**src/rtl/bram_stream_reader_pkg.sv**
```systemverilog
// Shared definitions for the bram stream reader.
//   state_e     : reader FSM state encoding
//   FifoDepth   : depth of the output skid FIFO; also the read credit limit
package bram_stream_reader_pkg;

    typedef enum logic [1:0] {
        StIdle  = 2'd0,
        StRead  = 2'd1,
        StDrain = 2'd2
    } state_e;

    localparam int unsigned FifoDepth = 2;

endpackage

```
**src/rtl/bram_stream_fifo2.sv**
```systemverilog
// Two-entry FIFO holding {last, data} beats for the stream output.
// Push and pop in the same cycle are allowed. The head entry drives the stream
// directly, so it stays stable while it is not popped.
//   clk_i, rst_i : clock, asynchronous active-high reset
//   push_i       : write push_data_i at the tail
//   push_data_i  : {last, data}
//   pop_i        : remove the head (only meaningful while valid_o=1)
//   valid_o      : FIFO holds at least one entry
//   head_o       : head entry
//   count_o      : number of entries held (0..2)
module bram_stream_fifo2 #(
    parameter int unsigned Width = 17
) (
    input  logic             clk_i,
    input  logic             rst_i,
    input  logic             push_i,
    input  logic [Width-1:0] push_data_i,
    input  logic             pop_i,
    output logic             valid_o,
    output logic [Width-1:0] head_o,
    output logic [1:0]       count_o
);

    logic [Width-1:0] head_q, head_d;
    logic [Width-1:0] tail_q, tail_d;
    logic [1:0]       count_q, count_d;

    always_comb begin
        head_d  = head_q;
        tail_d  = tail_q;
        count_d = count_q;
        case ({push_i, pop_i})
            2'b10: begin
                if (count_q == 2'd0) begin
                    head_d = push_data_i;
                end else begin
                    tail_d = push_data_i;
                end
                count_d = count_q + 2'd1;
            end
            2'b01: begin
                head_d  = tail_q;
                count_d = count_q - 2'd1;
            end
            2'b11: begin
                // Count is unchanged; the new entry lands behind whatever remains.
                if (count_q == 2'd1) begin
                    head_d = push_data_i;
                end else begin
                    head_d = tail_q;
                    tail_d = push_data_i;
                end
            end
            default: ;
        endcase
    end

    always_ff @(posedge clk_i or posedge rst_i) begin
        if (rst_i) begin
            head_q  <= '0;
            tail_q  <= '0;
            count_q <= 2'd0;
        end else begin
            head_q  <= head_d;
            tail_q  <= tail_d;
            count_q <= count_d;
        end
    end

    assign valid_o = (count_q != 2'd0);
    assign head_o  = head_q;
    assign count_o = count_q;

endmodule

```
**src/rtl/bram_stream_reader.sv**
```systemverilog
// Read-side bram client: on start, reads len words from base through the bram
// read port and streams them on a valid/ready interface with last_o on the
// final word. Hides the one-cycle bram latency and reissues reads lost to a
// same-cycle bram write.
// Optional feature macro BRAM_STREAM_READER_LOOP_EN adds loop_i: when high as
// the final word of a pass issues, reading restarts from base.
//   clk_i, rst_i           : clock, asynchronous active-high reset
//   start_i, base_i, len_i : transfer request (ignored while busy_o)
//   busy_o, done_o         : transfer in progress / completion pulse
//   bram_read_o, bram_raddr_o, bram_write_i, bram_data_i : bram read port
//   data_o, valid_o, ready_i, last_o : output stream
module bram_stream_reader
    import bram_stream_reader_pkg::*;
#(
    parameter int unsigned memSize_p   = 8,
    parameter int unsigned dataWidth_p = 16
) (
    input  logic                   clk_i,
    input  logic                   rst_i,
    input  logic                   start_i,
    input  logic [memSize_p-1:0]   base_i,
    input  logic [memSize_p:0]     len_i,
`ifdef BRAM_STREAM_READER_LOOP_EN
    input  logic                   loop_i,
`endif
    output logic                   busy_o,
    output logic                   done_o,
    output logic                   bram_read_o,
    output logic [memSize_p-1:0]   bram_raddr_o,
    input  logic                   bram_write_i,
    input  logic [dataWidth_p-1:0] bram_data_i,
    output logic [dataWidth_p-1:0] data_o,
    output logic                   valid_o,
    input  logic                   ready_i,
    output logic                   last_o
);

    state_e                 state_q, state_d;
    logic [memSize_p-1:0]   addr_q, addr_d;
    logic [memSize_p-1:0]   base_q, base_d;
    logic [memSize_p:0]     remain_q, remain_d;
    logic [memSize_p:0]     len_q, len_d;
    logic                   inflight_q, inflight_d;
    logic                   inflight_last_q, inflight_last_d;
    logic                   zero_done_q, zero_done_d;

    logic [1:0]             fifo_count;
    logic [dataWidth_p:0]   fifo_head;
    logic                   pop;
    logic [2:0]             occ;
    logic                   credit_ok;
    logic                   issue;
    logic                   issue_last;
    logic                   final_pop;
    logic                   loop_now;

`ifdef BRAM_STREAM_READER_LOOP_EN
    assign loop_now = loop_i;
`else
    assign loop_now = 1'b0;
`endif

    assign pop        = valid_o & ready_i;
    // Words buffered or on their way from the bram.
    assign occ        = {1'b0, fifo_count} + {2'b00, inflight_q};
    assign credit_ok  = (occ - {2'b00, pop}) < 3'(FifoDepth);
    assign bram_read_o  = (state_q == StRead) & credit_ok;
    assign bram_raddr_o = addr_q;
    // A read coinciding with a bram write is lost and must be reissued.
    assign issue      = bram_read_o & ~bram_write_i;
    assign issue_last = issue & (remain_q == (memSize_p + 1)'(1));
    // In DRAIN nothing more issues, so the last word with nothing behind it
    // is the final word of the final pass.
    assign final_pop  = (state_q == StDrain) & pop & last_o & (occ == 3'd1);

    assign busy_o = (state_q != StIdle);
    assign done_o = final_pop | zero_done_q;

    always_comb begin
        state_d         = state_q;
        addr_d          = addr_q;
        base_d          = base_q;
        remain_d        = remain_q;
        len_d           = len_q;
        zero_done_d     = 1'b0;
        inflight_d      = issue;
        inflight_last_d = issue_last;
        case (state_q)
            StIdle: begin
                if (start_i) begin
                    if (len_i == '0) begin
                        zero_done_d = 1'b1;
                    end else begin
                        state_d  = StRead;
                        addr_d   = base_i;
                        base_d   = base_i;
                        remain_d = len_i;
                        len_d    = len_i;
                    end
                end
            end
            StRead: begin
                if (issue) begin
                    addr_d   = addr_q + 1'b1;
                    remain_d = remain_q - 1'b1;
                    if (issue_last) begin
                        if (loop_now) begin
                            addr_d   = base_q;
                            remain_d = len_q;
                        end else begin
                            state_d = StDrain;
                        end
                    end
                end
            end
            StDrain: begin
                if (final_pop) begin
                    state_d = StIdle;
                end
            end
            default: state_d = StIdle;
        endcase
    end

    always_ff @(posedge clk_i or posedge rst_i) begin
        if (rst_i) begin
            state_q         <= StIdle;
            addr_q          <= '0;
            base_q          <= '0;
            remain_q        <= '0;
            len_q           <= '0;
            inflight_q      <= 1'b0;
            inflight_last_q <= 1'b0;
            zero_done_q     <= 1'b0;
        end else begin
            state_q         <= state_d;
            addr_q          <= addr_d;
            base_q          <= base_d;
            remain_q        <= remain_d;
            len_q           <= len_d;
            inflight_q      <= inflight_d;
            inflight_last_q <= inflight_last_d;
            zero_done_q     <= zero_done_d;
        end
    end

    // Bram data is valid the cycle after an uncollided read.
    bram_stream_fifo2 #(
        .Width(dataWidth_p + 1)
    ) u_fifo (
        .clk_i       (clk_i),
        .rst_i       (rst_i),
        .push_i      (inflight_q),
        .push_data_i ({inflight_last_q, bram_data_i}),
        .pop_i       (pop),
        .valid_o     (valid_o),
        .head_o      (fifo_head),
        .count_o     (fifo_count)
    );

    assign last_o = fifo_head[dataWidth_p];
    assign data_o = fifo_head[dataWidth_p-1:0];

endmodule

```
**config.mk**
```make
export PLATFORM = sky130hd
export DESIGN_NAME = bram_stream_reader
export DESIGN_NICKNAME = d
export VERILOG_FILES = /design/src/rtl/bram_stream_reader_pkg.sv /design/src/rtl/bram_stream_fifo2.sv /design/src/rtl/bram_stream_reader.sv
export SDC_FILE = /design/constraint.sdc
export NUM_CORES = 1
export LEC_CHECK = 0
export CORE_UTILIZATION = 40
export CTS_CLUSTER_SIZE = 12
export DETAILED_ROUTE_END_ITERATION = 10
export GPL_TIMING_DRIVEN = 0
export PLACE_DENSITY = 0.65
export SYNTH_ARGS = -nofsm -noshare
export SYNTH_HDL_FRONTEND = slang
export SYNTH_SLANG_ARGS = --single-unit
```
**constraint.sdc**
```tcl
create_clock -name clk_i -period 5.3 [get_ports clk_i]
set_clock_uncertainty 0.05 [all_clocks]
set_input_delay 1.59 -clock clk_i [delete_from_list [all_inputs] [get_ports clk_i]]
set_output_delay 1.59 -clock clk_i [all_outputs]
set_load 0.02 [all_outputs]
```
==> qor.csv, run 1 <==
metric,value,unit
status,"complete, no violations",
maximum operating frequency,0.194,GHz
worst hold path type,reg2reg,
Layout Utilization,55.2,%
crit-path max FO,6,
part of the cycle the worst path needs,97.1,%
share of Yosys cell area claimed by the top area cell type,48.1,%
CP max-delay cell,clkdlybuf4s50_1,
vias per cell,5.39,
clock tree buffer depth,2,
setup TNS,0,ns
clk_lat worst skew,0.33,ns
Synth area leaders,"dfrtp_1 (48%), mux2_2 (6.3%), ha_1 (4.6%)",
max-cap check violation count,0,
DRT antenna net count,0,
peak supply drop,0.000118,V
cell chain of the critical path,"clkdlybuf4s50_1, nand2_1, nor2_1, ha_1, xnor2_2, and3_1, clkdlybuf4s50_1",
Synthesized Nets,343,
worst-margin pin slew,0.664,ns
Num CTS Buffers,9,
htree depth,3,
crit path time final,5.15,ns
Vert. Die Dim,88.9,um
Final WS setup,0.154,ns
core area,7290,sq um
vias in the first global route,2496,
Power per Cell Area,363,nW/um^2
nets,421,
Synth Warn #,0,
final setup violation count,0,
synthesized area,3020,sq um
post-synthesis sequential area ratio,48.1,%
RSZ-0062 raised after global routing,no,
crit-path max cell delay,0.60,ns
DRC,0,
TritonCTS clock tree,yes,
# diodes,0,
area growth from synthesis to layout,33.3,%
gr ovfl total,0,
mean post-synth cell area,10.3,sq um
Syn Inst Count,294,
Setup Slack @ Placement,0.0158,ns
chip width,88.9,um
Starting Density,41.4,%
Netlist cell types,54,
# hold bufs at CTS,0,
layout cells sized above 1,16.2,%
CTS clock-pin slew for the worst setup and hold paths,0.06,ns
Total Wirelength,7150,um
RD Place Congestion,0.831,
largest net degree at the start of global routing,44,
kind of end point of the critical path,output pin,
Final Hold Fails,0,
Seq cells post-synth,58,
hpwl dp,5180,um
1st-pass router iterations,4,
placed cell area,3820,sq um
TritonCTS Sinks,58,
static leakage,1.73,nW
DR WL/cell,15.0,um
leading area contributor after synthesis,dfrtp_1,
die area,7900,sq um
"CP delay by family, top",buffers and inverters,
First DRT Iteration DRCs,118,
vias,2564,
GR Util All Layers,19.6,%
crit path DAT,3.51,ns
crit path buf inv count,2,
Site Rows,31,
final instance area,4020,sq um
CP most frequent cell,clkdlybuf4s50_1,
I/O Pins,67,
Port Buffers,66,
CP Class,in2out,
worst path required time,3.66,ns
global-route wire length before repair,11700,um
worst relative slew slack,54.4,%
initial antenna violation count,0,
Fillers,700,
Worst setup SP type,primary input,
Pwr Total,1.46,mW
CTS root buf,clkbuf_8,
Final Max Slew Viols,0,
kinds of logic (layout without fill, tap and decap cells):
group / after synthesis / count (layout) / share of synthesized area [%]
compound gates: 88 / 88 / 20.2
xor+xnor: 3 / 3 / 0.871
fa+ha+maj: 11 / 11 / 4.56
buf+inv: 33 / 116 / 4.73
flops: 58 / 58 / 48.1
mux: 20 / 20 / 7.34
simple gates: 81 / 81 / 14.2
state kept, by name (all words and copies together) (netlist names):
signal,count
bram_raddr_o,8
inflight_last_q,1
u_fifo.count_o,2
state_q,2
remain_q,9
u_fifo.tail_q,17
u_fifo.head_o,17
inflight_q,1
zero_done_q,1
cells in the final DEF, fill, tap and decap left out, types with 2 or more instances in the layout:
master           Yosys  final
clkinv_2             0      3
dfrtp_1             58     58
nor4_1               2      2
a22oi_1             18     18
clkbuf_1             5      5
clkbuf_8             0      9
xnor2_1              3      2
a211oi_1             2      2
nand2_1             28     28
a31o_2               3      3
nand4_1              6      6
nor3b_1              3      3
ha_1                11     11
nand2b_1             2      2
clkdlybuf4s50_1      0     66
inv_1               19     18
mux2_2              17     17
nand3_1              8      8
nor3_1               7      7
o2bb2ai_1            2      2
mux2i_1              3      3
o22ai_1              3      3
o211ai_1             5      5
and4_1               2      2
o21ai_0             26     26
nor2_1              12     12
a31oi_1              3      3
clkinvlp_4           0      2
o21ai_1              2      2
buf_2                6      6
a21oi_1              9      9
o221ai_1             3      3
power by group:
part	switching (mW)	internal (mW)	leakage (nW)
logic	0.263	0.228	0.886
registers	0.0463	0.518	0.746
clock network	0.189	0.216	0.0954
total	0.499	0.962	1.73
final cells by class:
class	instances	area (sq um)	share of cell area [%]
buffer	14	71.3	1.77
inverter	19	71.3	1.77
clock inverter	7	68.8	1.71
sequential	58	1450	36.1
clock buffer	9	124	3.08
multi-input combinational	203	1430	35.6
timing repair buffer	67	681	16.9
tap	99	124	3.08
timing repair:
action,CTS,global route
endpoints found under the hold margin,0,0
resized for setup,1,0
endpoints found under the setup margin,1,0
setup buffers,0,0
worst register-to-register path, cell delays in order (launching register included):
cell and delay [ns]:
dfrtp_1 0.41, inv_1 0.06, ha_1 0.22, inv_1 0.07, nand2_1 0.10, inv_1 0.11
ha_1 0.24, mux2i_1 0.61, buf_2 0.35, a22oi_1 0.13, o21ai_0 0.17
per-stage QoR:
stage                     hold slack, ns  instances
after floorplan                    0.430        294
after global routing               0.445        476
after global placement             0.412        459
final                              0.427        476
after CTS                          0.434        476
after detailed placement           0.419        460
synth_stat cells (all sizes together):
| master | count |
|---|---|
| a211oi | 2 |
| a21o | 1 |
| a21oi | 10 |
| a22oi | 18 |
| a2bb2oi | 2 |
| a311oi | 1 |
| a31o | 3 |
| a31oi | 4 |
| and2 | 1 |
| and2b | 1 |
| and3 | 1 |
| and4 | 2 |
| and4bb | 1 |
| buf | 9 |
| clkbuf | 5 |
| dfrtp | 58 |
| ha | 11 |
| inv | 19 |
| mux2 | 17 |
| mux2i | 3 |
| nand2 | 29 |
| nand2b | 2 |
| nand3 | 8 |
| nand4 | 6 |
| nor2 | 13 |
| nor3 | 7 |
| nor3b | 3 |
| nor4 | 3 |
| nor4b | 1 |
| o211ai | 5 |
| o21a | 1 |
| o21ai | 28 |
| o221a | 1 |
| o221ai | 3 |
| o22a | 1 |
| o22ai | 4 |
| o2bb2ai | 2 |
| o31ai | 1 |
| o32a | 1 |
| or2 | 1 |
| or3 | 1 |
| or3b | 1 |
| xnor2 | 3 |
worst paths after layout:
| check | start | endpoint | slack [ns] | depth (start not counted) |
|---|---|---|---|---|
| worst max-delay path | ready_i | bram_read_o | 0.15 | 7 |
| worst min-delay path | u_fifo.head_o[11] | u_fifo.head_o[11] | 0.43 | 2 |
| worst max register to register | u_fifo.count_o[0] | u_fifo.head_o[5] | 2.71 | 10 |
| worst min register to register | u_fifo.head_o[11] | u_fifo.head_o[11] | 0.43 | 2 |
| max in group asynchronous | rst_i | u_fifo.head_o[13] | 3.16 | 3 |
| min in group asynchronous | rst_i | u_fifo.tail_q[7] | 1.49 | 2 |
layer usage:
layer | share of wire [%] | vias to the layer above | global-route usage [%]
li1 | - | 1240 | -
met1 | 45 | 1242 | 24.8
met2 | 49 | 74 | 32.7
met3 | 4.9 | 8 | 4.01
met4 | 1.1 | 0 | 7.92
met5 | 0 | - | 0
(Power assumes the default switching activity.)
==> inputs of run 2 (changes only) <==
--- a/config.mk
+++ b/config.mk
@@ -9,7 +9,7 @@
 export CTS_CLUSTER_SIZE = 12
 export DETAILED_ROUTE_END_ITERATION = 10
 export GPL_TIMING_DRIVEN = 0
-export PLACE_DENSITY = 0.65
+export PLACE_DENSITY = 0.67
 export SYNTH_ARGS = -nofsm -noshare
 export SYNTH_HDL_FRONTEND = slang
 export SYNTH_SLANG_ARGS = --single-unit
==> constraint.sdc (replaced) <==
create_clock -name clk_i -period 4.2 [get_ports clk_i]
set_clock_uncertainty 0.05 [all_clocks]
set_input_delay 1.26 -clock clk_i [delete_from_list [all_inputs] [get_ports clk_i]]
set_output_delay 1.26 -clock clk_i [all_outputs]
set_load 0.02 [all_outputs]
==> run 2 against run 1 <==
Net effect:
- worst setup slack got worse by 0.029 ns
- final cell count rose by 0.21%
- highest routed layer unchanged
- first-iteration DRC count fell by 13%
- count of clock-buffer cells in the layout rose by 2
- core utilization rose by 0.12 points
- largest cell class unchanged
- via count rose by 0.39%
==> qor.csv, run 2 (synthesized netlist as in run 1, its figures left out) <==
metric,value,unit
status,"complete, no violations",
crit path DAT,2.77,ns
final instance area,4030,sq um
Layout Utilization,55.3,%
crit path time final,4.08,ns
DRC,0,
CP Capture Point,bram_read_o,
crit path from,ready_i,
crit-path max FO,4,
r2r setup slk,1.59,ns
maximum operating frequency,0.245,GHz
static leakage,1.74,nW
"commonest cells after routing, fill and taps aside","clkdlybuf4s50_1 (65), dfrtp_1 (58), nand2_1 (28), o21ai_0 (26)",
chip width,88.9,um
DRT antenna net count,0,
critical path depth in cells,7,
CTS clock-pin slew for the worst setup and hold paths,0.07,ns
1st-pass router iterations,4,
FF-to-FF End,u_fifo.head_o[3],
CTS root buf,clkbuf_8,
First DRT Iteration DRCs,103,
nets,422,
worst relative slew slack,55.6,%
Final WS setup,0.125,ns
placed cell area,3820,sq um
max-cap check violation count,0,
cell chain of the critical path,"clkdlybuf4s50_1, nand2_1, nor2_1, ha_1, xnor2_2, and3_1, dlygate4sd2_1",
initial antenna violation count,0,
Final Max Slew Viols,0,
WHS,0.426,ns
"commonest non-fill, non-tap cell in the layout",clkdlybuf4s50_1,
crit-path max cell delay,0.45,ns
kind of end point of the critical path,output pin,
Final Hold Fails,0,
Vert. Die Dim,88.9,um
clk_lat worst skew,0.34,ns
part of the cycle the worst path needs,97.0,%
"CP delay by family, top",buffers and inverters,
CP Class,in2out,
RD Place Congestion,0.856,
worst path required time,2.89,ns
TritonCTS clock tree,yes,
Setup Slack @ Placement,-0.414,ns
area growth from synthesis to layout,33.6,%
Starting Density,41.4,%
hpwl dp,5170,um
Power per Cell Area,460,nW/um^2
gr ovfl total,0,
Total Wirelength,7230,um
RSZ-0062 raised after global routing,no,
# diodes,0,
vias,2574,
I/O Pins,67,
# hold bufs at CTS,0,
die area,7900,sq um
Cells after DPL,460,
largest net degree at the start of global routing,44,
TritonCTS Sinks,58,
clock tree buffer depth,2,
Site Rows,31,
Port Buffers,66,
vias in the first global route,2414,
"non-filler cells, final",477,
peak supply drop,0.000167,V
core area,7290,sq um
reg2reg path depth,10,
worst-margin pin slew,0.647,ns
Worst setup SP type,primary input,
DR WL/cell,15.2,um
layout cells sized above 1,16.1,%
CP max-delay cell,clkdlybuf4s50_1,
crit path buf inv count,2,
final setup violation count,0,
worst hold path type,reg2reg,
Num CTS Buffers,9,
vias per cell,5.40,
r2r startpoint,u_fifo.count_o[0],
GR Util All Layers,19.6,%
htree depth,3,
global-route wire length before repair,11600,um
==> run 2: cell count changes in the layout (fill, tap and decap cells not counted) <==
| cell | previous run | this run |
|---|---|---|
| inv_6 | 1 | 0 |
| clkinv_4 | 0 | 1 |
| clkdlybuf4s50_1 | 66 | 65 |
| clkinvlp_4 | 2 | 0 |
| buf_4 | 1 | 2 |
| clkbuf_1 | 5 | 6 |
| dlygate4sd2_1 | 0 | 1 |
| clkbuf_8 | 9 | 10 |
==> run 2: worst register-to-register path, delay by kind of cell (launching register included) <==
family | cells | cell delay, ns
AOI/OAI and AO/OA | 2 | 0.31
adders and majority gates | 2 | 0.48
buffers and inverters | 4 | 0.59
DFF | 1 | 0.41
muxes | 1 | 0.60
and+or+nand+nor | 1 | 0.10
==> run 2: worst min path at each step <==
stage / depth (start not counted) / end / from
after floorplan: 1 / u_fifo.tail_q[16] / inflight_last_q
after global placement: 2 / u_fifo.head_o[6] / u_fifo.head_o[6]
after detailed placement: 2 / u_fifo.head_o[6] / u_fifo.head_o[6]
after CTS: 2 / u_fifo.head_o[6] / u_fifo.head_o[6]
after global routing: 2 / u_fifo.head_o[4] / u_fifo.head_o[4]
final: 2 / u_fifo.head_o[0] / u_fifo.head_o[0]
==> run 2: metal layers <==
metal / wire (um) / vias to the layer above / track usage, %
met5: 0 / - / 0
met4: 117 / 0 / 7.92
met3: 436 / 11 / 4.10
met2: 3600 / 85 / 32.7
met1: 3070 / 1240 / 24.7
li1: - / 1238 / -
==> run 2: repair_timing <==
action	in CTS	in global routing
buffers inserted	1	0
setup endpoints to repair	1	0
hold endpoints to repair	0	0
resized for setup	2	0
==> run 2: area by class of cell <==
class                           instances  area [sq um]
Timing Repair Buffer                   68           687
Buffer                                 14          71.3
Inverter                               19          71.3
Clock inverter                          5          53.8
Sequential cell                        58          1450
Multi-Input combinational cell        203          1430
Tap cell                               99           124
Fill cell                             687          3260
Clock buffer                           11           141
==> run 2: report_power, final <==
part	switching (mW)	internal (mW)	leakage (nW)
Combinational	0.335	0.291	0.895
Clock	0.226	0.288	0.103
Sequential	0.0617	0.654	0.746
==> run 2: per-stage QoR <==
stage	power (mW)	setup TNS, ns
global placement	1.33	-0.404
CTS	1.88	0
finish	1.86	0
global route	1.96	0
detailed placement	1.35	-0.414
floorplan	1.06	0
==> inputs of run 3 (changes only) <==
--- a/config.mk
+++ b/config.mk
@@ -5,11 +5,13 @@
 export SDC_FILE = /design/constraint.sdc
 export NUM_CORES = 1
 export LEC_CHECK = 0
+export CORE_ASPECT_RATIO = 0.6
 export CORE_UTILIZATION = 40
 export CTS_CLUSTER_SIZE = 12
 export DETAILED_ROUTE_END_ITERATION = 10
+export DONT_BUFFER_PORTS = 1
 export GPL_TIMING_DRIVEN = 0
-export PLACE_DENSITY = 0.67
+export PLACE_DENSITY = 0.55
 export SYNTH_ARGS = -nofsm -noshare
 export SYNTH_HDL_FRONTEND = slang
 export SYNTH_SLANG_ARGS = --single-unit
==> run 3 against run 2 <==
Net effect:
- worst setup slack improved by 0.41 ns
- register-to-register slack got worse by 0.27 ns
- cell area fell by 15%
- final cell count down 13%
- largest power group unchanged
==> qor.csv, run 3 (synthesized netlist as in run 1, its figures left out) <==
metric,value,unit
status,"complete, no violations",
"non-filler cells, final",415,
Starting Density,41.5,%
worst path required time,2.89,ns
core area,7270,sq um
nets,355,
area growth from synthesis to layout,13.8,%
hpwl dp,5280,um
First DRT Iteration DRCs,169,
"CP delay by family, top",simple AND/OR/NAND/NOR gates,
# hold bufs at CTS,0,
CP Class,in2out,
Sequential Power Share,46.6,%
CP max-delay cell,xnor2_1,
setup TNS,0,ns
Worst setup SP type,primary input,
Port Buffers,0,
gr ovfl total,0,
Total Wirelength,7220,um
vias,2262,
clock tree buffer depth,2,
Combinational Power Share,17.2,%
die area,7910,sq um
Num CTS Buffers,9,
Cells after DPL,399,
DR WL/cell,17.4,um
maximum operating frequency,0.273,GHz
CTS root buf,clkbuf_16,
part of the cycle the worst path needs,87.3,%
RD Place Congestion,0.812,
static leakage,1.51,nW
Final Max Slew Viols,0,
crit path buf inv count,0,
kind of end point of the critical path,output pin,
sw frac,34.0,%
initial antenna violation count,0,
RSZ-0062 raised after global routing,no,
DRT antenna net count,0,
worst-margin pin slew,0.676,ns
DRC,0,
crit path DAT,2.36,ns
# diodes,0,
layout cells sized above 1,18.3,%
post-CTS resize count,0,
worst hold path type,reg2reg,
Clock Power Share,36.1,%
TritonCTS Sinks,58,
htree depth,3,
global-route wire length before repair,12100,um
vias in the first global route,2300,
peak supply drop,0.000305,V
Sw Pwr,0.608,mW
cell chain of the critical path,"nand2_1, nor2_1, ha_1, xnor2_1, and3_1",
"commonest non-fill, non-tap cell in the layout",dfrtp_1,
r2r setup slk,1.32,ns
TritonCTS clock tree,yes,
internal power,1.18,mW
Vert. Die Dim,69.3,um
crit-path max cell delay,0.37,ns
crit path time final,3.67,ns
Final Hold Fails,0,
final setup violation count,0,
I/O Pins,67,
GR Util All Layers,20.5,%
Power per Cell Area,520,nW/um^2
crit-path max FO,6,
worst relative slew slack,53.6,%
1st-pass router iterations,4,
Site Rows,24,
WHS,0.452,ns
postcts setup bufs,0,
vias per cell,5.45,
max-cap check violation count,0,
chip width,114,um
Layout Utilization,47.2,%
CTS clock-pin slew for the worst setup and hold paths,0.05,ns
clk_lat worst skew,0.32,ns
"commonest cells after routing, fill and taps aside","dfrtp_1 (58), nand2_1 (28), o21ai_0 (26), a22oi_1 (18), inv_1 (18)",
largest net degree at the start of global routing,41,
==> run 3: power by group through the flow <==
stage	clock, mW	sequential (mW)	combinational, mW
2_1_floorplan	0	0.820	0.239
3_3_place_gp	0	0.841	0.303
3_5_place_dp	0	0.842	0.309
4_1_cts	0.669	0.834	0.314
5_1_grt	0.696	0.846	0.364
6_report	0.646	0.833	0.308
==> run 3: per-layer routing <==
| metal | up-vias | global-route usage [%] | routed length (um) |
|---|---|---|---|
| met4 | 0 | 5.63 | 72 |
| met2 | 82 | 25.4 | 2800 |
| met5 | - | 0 | 0 |
| li1 | 1114 | - | - |
| met3 | 8 | 9.00 | 671 |
| met1 | 1058 | 31.4 | 3680 |
==> run 3: worst paths after layout <==
check / cells after the start / endpoint / start
setup / recovery: 5 / bram_read_o / ready_i
hold / removal: 1 / u_fifo.tail_q[12] / u_fifo.tail_q[12]
setup reg to reg: 10 / u_fifo.head_o[7] / u_fifo.count_o[0]
hold reg to reg: 1 / u_fifo.tail_q[12] / u_fifo.tail_q[12]
max in group asynchronous: 2 / u_fifo.head_o[8] / rst_i
min in group asynchronous: 1 / u_fifo.tail_q[13] / rst_i
==> run 3: per-stage QoR <==
step | area [sq um] | power [mW] | worst slack, ns
4_1_cts | 3430 | 1.82 | 0.524
3_5_place_dp | 3170 | 1.15 | 0.519
6_report | 3430 | 1.79 | 0.531
5_1_grt | 3430 | 1.91 | 0.380
3_3_place_gp | 3150 | 1.14 | 0.526
2_1_floorplan | 3020 | 1.06 | 0.673
==> run 3: area by class of cell <==
type	count	area, sq um
clock inverters	3	15.0
well taps	104	130
plain buffers	14	71.3
flip-flops and latches	58	1450
clock buffers	13	250
multi-input cells	203	1420
fillers	700	3830
repair buffers	1	20.0
inverters	19	71.3
